File: config.mk
export PLATFORM = sky130hd
export DESIGN_NAME = add_round_key_serial
export DESIGN_NICKNAME = d
export VERILOG_FILES = /design/src/rtl/add_round_key_serial.sv
export SDC_FILE = /design/constraint.sdc
export NUM_CORES = 2
export LEC_CHECK = 0
export ABC_AREA = 1
export CORE_UTILIZATION = 50
export CTS_CLUSTER_SIZE = 40
export DETAILED_ROUTE_END_ITERATION = 12
export PLACE_DENSITY = 0.73
export REMOVE_ABC_BUFFERS = 1
export SYNTH_ARGS = -nofsm -noshare
export SYNTH_HDL_FRONTEND = slang
export SYNTH_SLANG_ARGS = --single-unit
File: constraint.sdc
create_clock -name clk -period 1.64 [get_ports clk]
set_clock_uncertainty 0.2 [all_clocks]
set_input_delay 0.246 -clock clk [delete_from_list [all_inputs] [get_ports clk]]
set_output_delay 0.246 -clock clk [all_outputs]
set_load 0.05 [all_outputs]
File: src/rtl/add_round_key_serial.sv
`default_nettype none
// ============================================================================
//  Module      : add_round_key_serial
//  Description : Lane-serial AddRoundKey engine for the AES-128 datapath.
//                Holds a small round-key file. It accepts a state block plus
//                a key index, XORs the state with the selected round key
//                LANE_W bits per cycle, and presents the result on a
//                valid/ready output.
//  Revision    : 1.0 - initial release
// ============================================================================
module add_round_key_serial #(
  parameter  int BLOCK_W  = 128,
  parameter  int LANE_W   = 32,
  parameter  int NUM_KEYS = 11,
  localparam int BEATS    = BLOCK_W / LANE_W,
  localparam int KIDX_W   = (NUM_KEYS > 1) ? $clog2(NUM_KEYS) : 1
) (
  input  logic               clk,
  input  logic               rst_n,
  input  logic               key_wr_en,
  input  logic [KIDX_W-1:0]  key_wr_idx,
  input  logic [BLOCK_W-1:0] key_wr_data,
  input  logic               in_valid,
  output logic               in_ready,
  input  logic [BLOCK_W-1:0] in_state,
  input  logic [KIDX_W-1:0]  in_key_idx,
  output logic               out_valid,
  input  logic               out_ready,
  output logic [BLOCK_W-1:0] out_state,
  output logic               out_err,
  output logic               busy
);

  localparam int BEAT_W = (BEATS > 1) ? $clog2(BEATS) : 1;

  localparam logic [1:0] c_IDLE = 2'd0;
  localparam logic [1:0] c_RUN  = 2'd1;
  localparam logic [1:0] c_DONE = 2'd2;

  localparam logic [BEAT_W-1:0] c_LAST_BEAT = BEAT_W'(BEATS - 1);

  logic [1:0]         r_state;
  logic [BEAT_W-1:0]  r_beat;
  logic [BLOCK_W-1:0] r_work;
  logic [BLOCK_W-1:0] r_wkey;
  logic               r_err;
  logic [BLOCK_W-1:0] r_key_mem [NUM_KEYS];

  logic               w_accept;
  logic               w_idx_ok;
  logic               w_wr_ok;
  logic               w_last_beat;
  logic [BLOCK_W-1:0] w_key_sel;
  logic [BLOCK_W-1:0] w_work_next;

  // Ready is decoded from state; in DONE it follows out_ready so a new block
  // can be taken on the same edge the finished one is handed off.
  assign in_ready = (r_state == c_IDLE) || ((r_state == c_DONE) && out_ready);
  assign w_accept = in_valid && in_ready;

  // Index range checks are done at 32 bits so they stay correct when
  // NUM_KEYS is an exact power of two.
  assign w_idx_ok = (32'(in_key_idx) < 32'(NUM_KEYS));
  assign w_wr_ok  = (32'(key_wr_idx) < 32'(NUM_KEYS));

  // An out-of-range index snapshots zeros, so the block passes through
  // unchanged and is flagged through out_err.
  assign w_key_sel   = w_idx_ok ? r_key_mem[in_key_idx] : '0;
  assign w_last_beat = (r_beat == c_LAST_BEAT);

  // Only the lane addressed by the beat counter is XORed this cycle.
  // All other lanes pass through unchanged.
  for (genvar i = 0; i < BEATS; i++) begin : g_lane
    assign w_work_next[i*LANE_W +: LANE_W] =
      (r_beat == BEAT_W'(i)) ? (r_work[i*LANE_W +: LANE_W] ^ r_wkey[i*LANE_W +: LANE_W])
                             :  r_work[i*LANE_W +: LANE_W];
  end : g_lane

  // Key file: writable in any state. Because the snapshot below samples the
  // pre-edge contents, a same-edge write is not seen by the accepted block.
  always_ff @(posedge clk or negedge rst_n) begin
    if (!rst_n) begin
      for (int k = 0; k < NUM_KEYS; k++) begin
        r_key_mem[k] <= '0;
      end
    end else if (key_wr_en && w_wr_ok) begin
      r_key_mem[key_wr_idx] <= key_wr_data;
    end
  end

  // Control FSM and working registers. The key is snapshotted at accept, so
  // later key-file writes cannot disturb an in-flight block.
  always_ff @(posedge clk or negedge rst_n) begin
    if (!rst_n) begin
      r_state <= c_IDLE;
      r_beat  <= '0;
      r_work  <= '0;
      r_wkey  <= '0;
      r_err   <= 1'b0;
    end else if (w_accept) begin
      r_state <= c_RUN;
      r_beat  <= '0;
      r_work  <= in_state;
      r_wkey  <= w_key_sel;
      r_err   <= !w_idx_ok;
    end else begin
      case (r_state)
        c_RUN: begin
          r_work <= w_work_next;
          if (w_last_beat) begin
            r_state <= c_DONE;
            r_beat  <= '0;
          end else begin
            r_beat  <= r_beat + 1'b1;
          end
        end
        c_DONE: begin
          if (out_ready) begin
            r_state <= c_IDLE;
          end
        end
        c_IDLE: begin
          r_state <= c_IDLE;
        end
        default: begin
          r_state <= c_IDLE;
        end
      endcase
    end
  end

  // The working register is only modified in RUN, so it is a stable result
  // for as long as the FSM sits in DONE.
  assign out_valid = (r_state == c_DONE);
  assign out_state = r_work;
  assign out_err   = r_err;
  assign busy      = (r_state != c_IDLE);

endmodule : add_round_key_serial
`default_nettype wire

## Yosys cells after proc, flatten, opt, wreduce, memory -nomap -nowiden

Cells that the tools add are included.

| word-level totals | value |
|---|---|
| bits in registers | 1669 |
| bits in latches | 0 |
| memory bits (writable) | 0 |
| memory bits (read-only) | 0 |
| output and inout bits | 132 |
| memories kept | 0 |

| cells by class | value |
|---|---|
| add/subtract/negate cells | 1 |
| multipliers | 0 |
| divide/modulo/power cells | 0 |
| $lt $le $gt $ge | 5 |
| equal/unequal tests | 7 |
| shifts and indexed selects | 0 |
| multiplexer cells | 20 |
| bitwise operators | 6 |
| reduce and logical (&&, ||, !) cells | 19 |

Operator list:

| cell | count |
|---|---|
| bitwise mux 1408 bit | 1 |
| two-way mux 128 bit | 6 |
| binary-select mux 128 bit (select 4 bit) | 1 |
| demux 128 bit (select 4 bit) | 1 |
| two-way mux 32 bit | 4 |
| XOR 32 bit | 4 |
| two-way mux 2 bit | 6 |
| nonzero test 2 bit | 6 |
| greater-or-equal comparator 5 bit, second input constant | 2 |
| NOT 4 -> 5 bit | 2 |
| AND reduction 2 bit | 5 |
| < comparator 4 bit, second input constant | 2 |
| equality test 2 bit, second input constant | 3 |
| < comparator 5 x 1 -> 1 bit, second input constant | 1 |
| equality test 2 x 1 -> 1 bit, second input constant | 2 |
| logical AND 1 bit | 4 |
| logical NOT 2 bit | 2 |
| one-hot mux 2 bit (2 select lines) | 1 |
| inequality test 3 x 1 -> 1 bit, second input constant | 1 |
| inequality test 3 bit, second input constant | 1 |
| adder 2 x 1 -> 2 bit, second input constant | 1 |
| logical NOT 1 bit | 1 |
| logical OR 1 bit | 1 |

## Logic depth before layout (Yosys ltp)

| depth | value |
|---|---|
| depth after elaboration | 6 |
| gate-level depth with buffers | 12 |
| mapped depth without buffers | 9 |

## Worst setup path before layout

Ideal clock, no wire load.

| timing path | value |
|---|---|
| kind | flip-flop to flip-flop |
| start | reg r_state[0] |
| end | reg r_work[45], in the netlist out_state[45] |
| setup time | 0.139 ns |
| data arrival time | 1.452 ns |
| required time | 1.301 ns |
| setup slack | -0.151 ns |
| stages on the path, launching flop included | 9 |
| buffers on the path | 3 |
| period minus slack after synthesis | 1.791 ns |
| cell sequence | dfrtp_1 > inv_1 > nand3_1 > buf_2 > clkbuf_1 > clkbuf_1 > nand2_1 > o22ai_1 > a31oi_1 |

| on the way | value |
|---|---|
| word-level cells in the longest chain between the ends | 6 |
| elaborated cells between the ends (all ways) | 10 |
| classes of those cells | eq/ne (2); mux (1); reduce/logical (7) |

RTL lines:

| what | line | source |
|---|---|---|
| start: declaration | 42 | `logic [1:0] r_state;` |
| start signal: assignment | 95 | `r_state <= c_IDLE;` |
| start signal: assignment | 101 | `r_state <= c_RUN;` |
| start signal: assignment | 111 | `r_state <= c_DONE;` |
| equality test 2 bit | 58 | `assign in_ready = (r_state == c_IDLE) \|\| ((r_state == c_DONE) && out_ready);` |
| logical AND 1 bit | 58 |  |
| logical OR 1 bit | 58 |  |
| logical AND 1 bit | 59 | `assign w_accept = in_valid && in_ready;` |
| nonzero test 2 bit (no line) | - |  |
| AND reduction 2 bit (no line) | - |  |
| end signal: assignment | 103 | `r_work <= in_state;` |
| end signal: assignment | 109 | `r_work <= w_work_next;` |
| end: declaration | 44 | `logic [BLOCK_W-1:0] r_work;` |

Several ways; a longest one is shown, not always the timed one.
A chain may end at the register's enable or synchronous reset.

## Final worst setup path

| timing path | value |
|---|---|
| start | reg r_state[0] |
| end | reg r_work[86], in the netlist out_state[86] |

Same word-level chain as after synthesis.

==> run metrics <==
Via Count 76181; Total GRT Usage 34.0%; # setup viols final roughly 400; first-pass GRT wire length 418000 um; Area Growth Syn to Fin 37.6%; Die Wd 395 um; gr ovfl total 0; RSZ-0062 raised after global routing yes; Leak 51.6 nW; Mapped Cells slightly below 10000; Setup crit start r_state[0]$_DFFE_PN0P_; post-synth top area share a little over half; Internal 0.107 W; Sw Ratio 36.5%; Reg clk slew, reported paths 70 ps; FF+latch count, synth 1669; htree depth 4; vias in the first global route 73132; Arr. time, crit path 2680 ps; Synth area leader dfrtp_1; Synth area leaders dfrtp_1, nand2_1, o21ai_0; most common cell in the synthesized netlist nand2_1; worst slew pin tran 875 ps; PortBufs 400; Worst Reg2Reg Path Length in Cells 9; run status finished, violations left; final critical-path share of the clock period 133%; dpl ws -931 ps; Critical Path Sink out_state[86]$_DFFE_PN0P_; Avg Synthesized Cell Area slightly below 8 um2; Vias/cell 5.90; ANT nets after route 0; Crit path largest cell delay 390 ps; slowest library cell on the worst path dfrtp_1; violated checks negative setup slack; Tmin final 2180 ps; clk buf depth 3; Mapped Area between 0.07 and 0.08 mm2; initial antenna violation count 14; DR WL/cell 22.5 um; EDFF count, synth 0; core box area roughly 0.15 mm2; maximum vdd drop 1.50 mV; Final Hold Viols 0; Clock power frac 25.4%; IO Pins 401; Final HPWL DP 154000 um; CTS Buf Count 176; row count 143; crit path kind flip-flop to flip-flop; clk_lat worst skew a little over 800 ps; Max transition margin 41.0%; Gate power share 38.8%; final hold slack 38.1 ps; Die Y 395 um; synth cell count leaders nand2_1, o21ai_0, dfrtp_1; largest net degree at the start of global routing 66; net switching power figure just over 0.06 W; CP cell instances inv_2, buf_6, nand3_4, buf_12, buf_16, buf_6, buf_16, o22ai_2, a31oi_1; Final WS setup -540 ps; layout net count 11000; CTS Sinks 1669; layout cells sized above 1 between 10% and 20%; Cells on Worst Hold Path 3; fmax 0.459 GHz; worst hold start key_wr_data[82]; sequential cell area fraction in the yosys report 54.2%; Initial DRT Pass Iterations 13; WP data required ~2100 ps; part of the power in registers between 30% and 40%; root buf cell clkbuf_16; RR Endpoint out_state[86]$_DFFE_PN0P_; Synth async-reset ratio 100%; DIE AREA between 0.15 and 0.2 mm2; Pwr Density 1590 mW/mm2; Distinct cells, synth 25; Total Wirelength 290000 um; DRC 0; Reg2Reg Setup Slack -540 ps; HP Class input pin to flip-flop; MaxCap Viol Count 0; Filler cells 10597; critical path endpoint category flip-flop; crit-path max FO 8; dominant synthesized flop cell dfrtp_1; Syn. warnings 0; GP Congestion approximately 0.86; Max Slew Vio Count 0; initial cell density of the core 50.6%; Reg-to-Reg Start r_state[0]$_DFFE_PN0P_; critical path startpoint category flip-flop; CTS tree yes; Iter 0 DRT Violations 9846
## cells in the final DEF (no fill, tap or decap), types with 99 or more instances in the layout
master	count
nand2_2	197
buf_6	99
buf_4	489
clkdlybuf4s50_1	260
inv_1	744
nor2_1	356
buf_12	424
clkbuf_16	205
o21ai_0	1657
o211ai_1	113
dfrtp_1	1652
nand3_1	653
nand2_4	150
nand2_1	3015
dlygate4sd3_1	136
## worst min path at each step
stage	end	slack, ps
after floorplan	out_err$_DFFE_PN0P_	-250
after global placement	out_state[41]$_DFFE_PN0P_	-30
after detailed placement	out_state[41]$_DFFE_PN0P_	-30
after CTS	r_key_mem[1138]$_DFFE_PN0P_	4
after global routing	r_key_mem[1]$_DFFE_PN0P_	50
final	r_key_mem[210]$_DFFE_PN0P_	40
## per-layer routing
metal	vias up	global-route usage [%]	wire, um
met1	36810	45.0	109000
met2	4885	53.8	133000
li1	33309	-	-
met3	1153	7.01	30100
met4	24	15.7	17400
met5	-	0	171
## cells by family after synthesis
family	count (synthesis)	synth area share, %
buf+inv	1582	8.02
simple gates	4525	23.5
xor+xnor	32	0.363
compound gates	2041	13.9
fa+ha+maj	4	0.0649
flops	1669	54.2
## cell type report
type	instances	area (um2)	share of cell area [%]
clock inverters	69	977	0.921
well taps	2030	2540	2.39
repair inverters	3	80.1	0.0755
clock buffers	254	5140	4.84
diodes	3	7.51	0.00708
repair buffers	1519	19700	18.6
inverters	756	2900	2.73
multi-input cells	6602	32900	31.0
flip-flops and latches	1669	41800	39.4
## power groups by stage
stage	Sequential (W)	Combinational (W)	Clock [W]
6_report	0.0605	0.0654	0.0428
2_1_floorplan	0.0607	0.0148	0
5_1_grt	0.0613	0.0691	0.0445
3_3_place_gp	0.0589	0.0405	0
3_5_place_dp	0.0594	0.0417	0
4_1_cts	0.0588	0.0532	0.0426
## sequential cells by signal, summed over array words and instances (netlist names)
name	cells
out_state	128
out_err	1
r_beat	2
r_state	2
r_key_mem	1408
r_wkey	128
## timing repair
item                                   4_1_cts  5_1_grt
resized for setup                          478      773
cloned                                      53       32
hold buffers                               135        1
setup endpoints to repair                  470     1001
buffers inserted                           170       79
endpoints found under the hold margin     1819        1
pin swaps                                  107      201
## critical path: cells and delay by family (launching register included)
kind / cells / cell delay [ps]
AO/OA/AOI/OAI: 2 / 350
flip-flops: 1 / 390
AND/OR/NAND/NOR: 1 / 120
buffers and inverters: 6 / 930
## through the flow
stage,total power [W],area (um2),setup TNS [ps],utilization (%),cells
floorplan,0.0755,73800,-8254040,-,9027
global placement,0.0995,90100,-1028380,59.1,12143
detailed placement,0.101,90100,-1071890,59.1,12143
CTS,0.155,102000,-98080,67.0,12820
global route,0.175,106000,-122610,69.6,12904
finish,0.169,106000,-108270,69.6,12905
(Power assumes the default switching activity.)
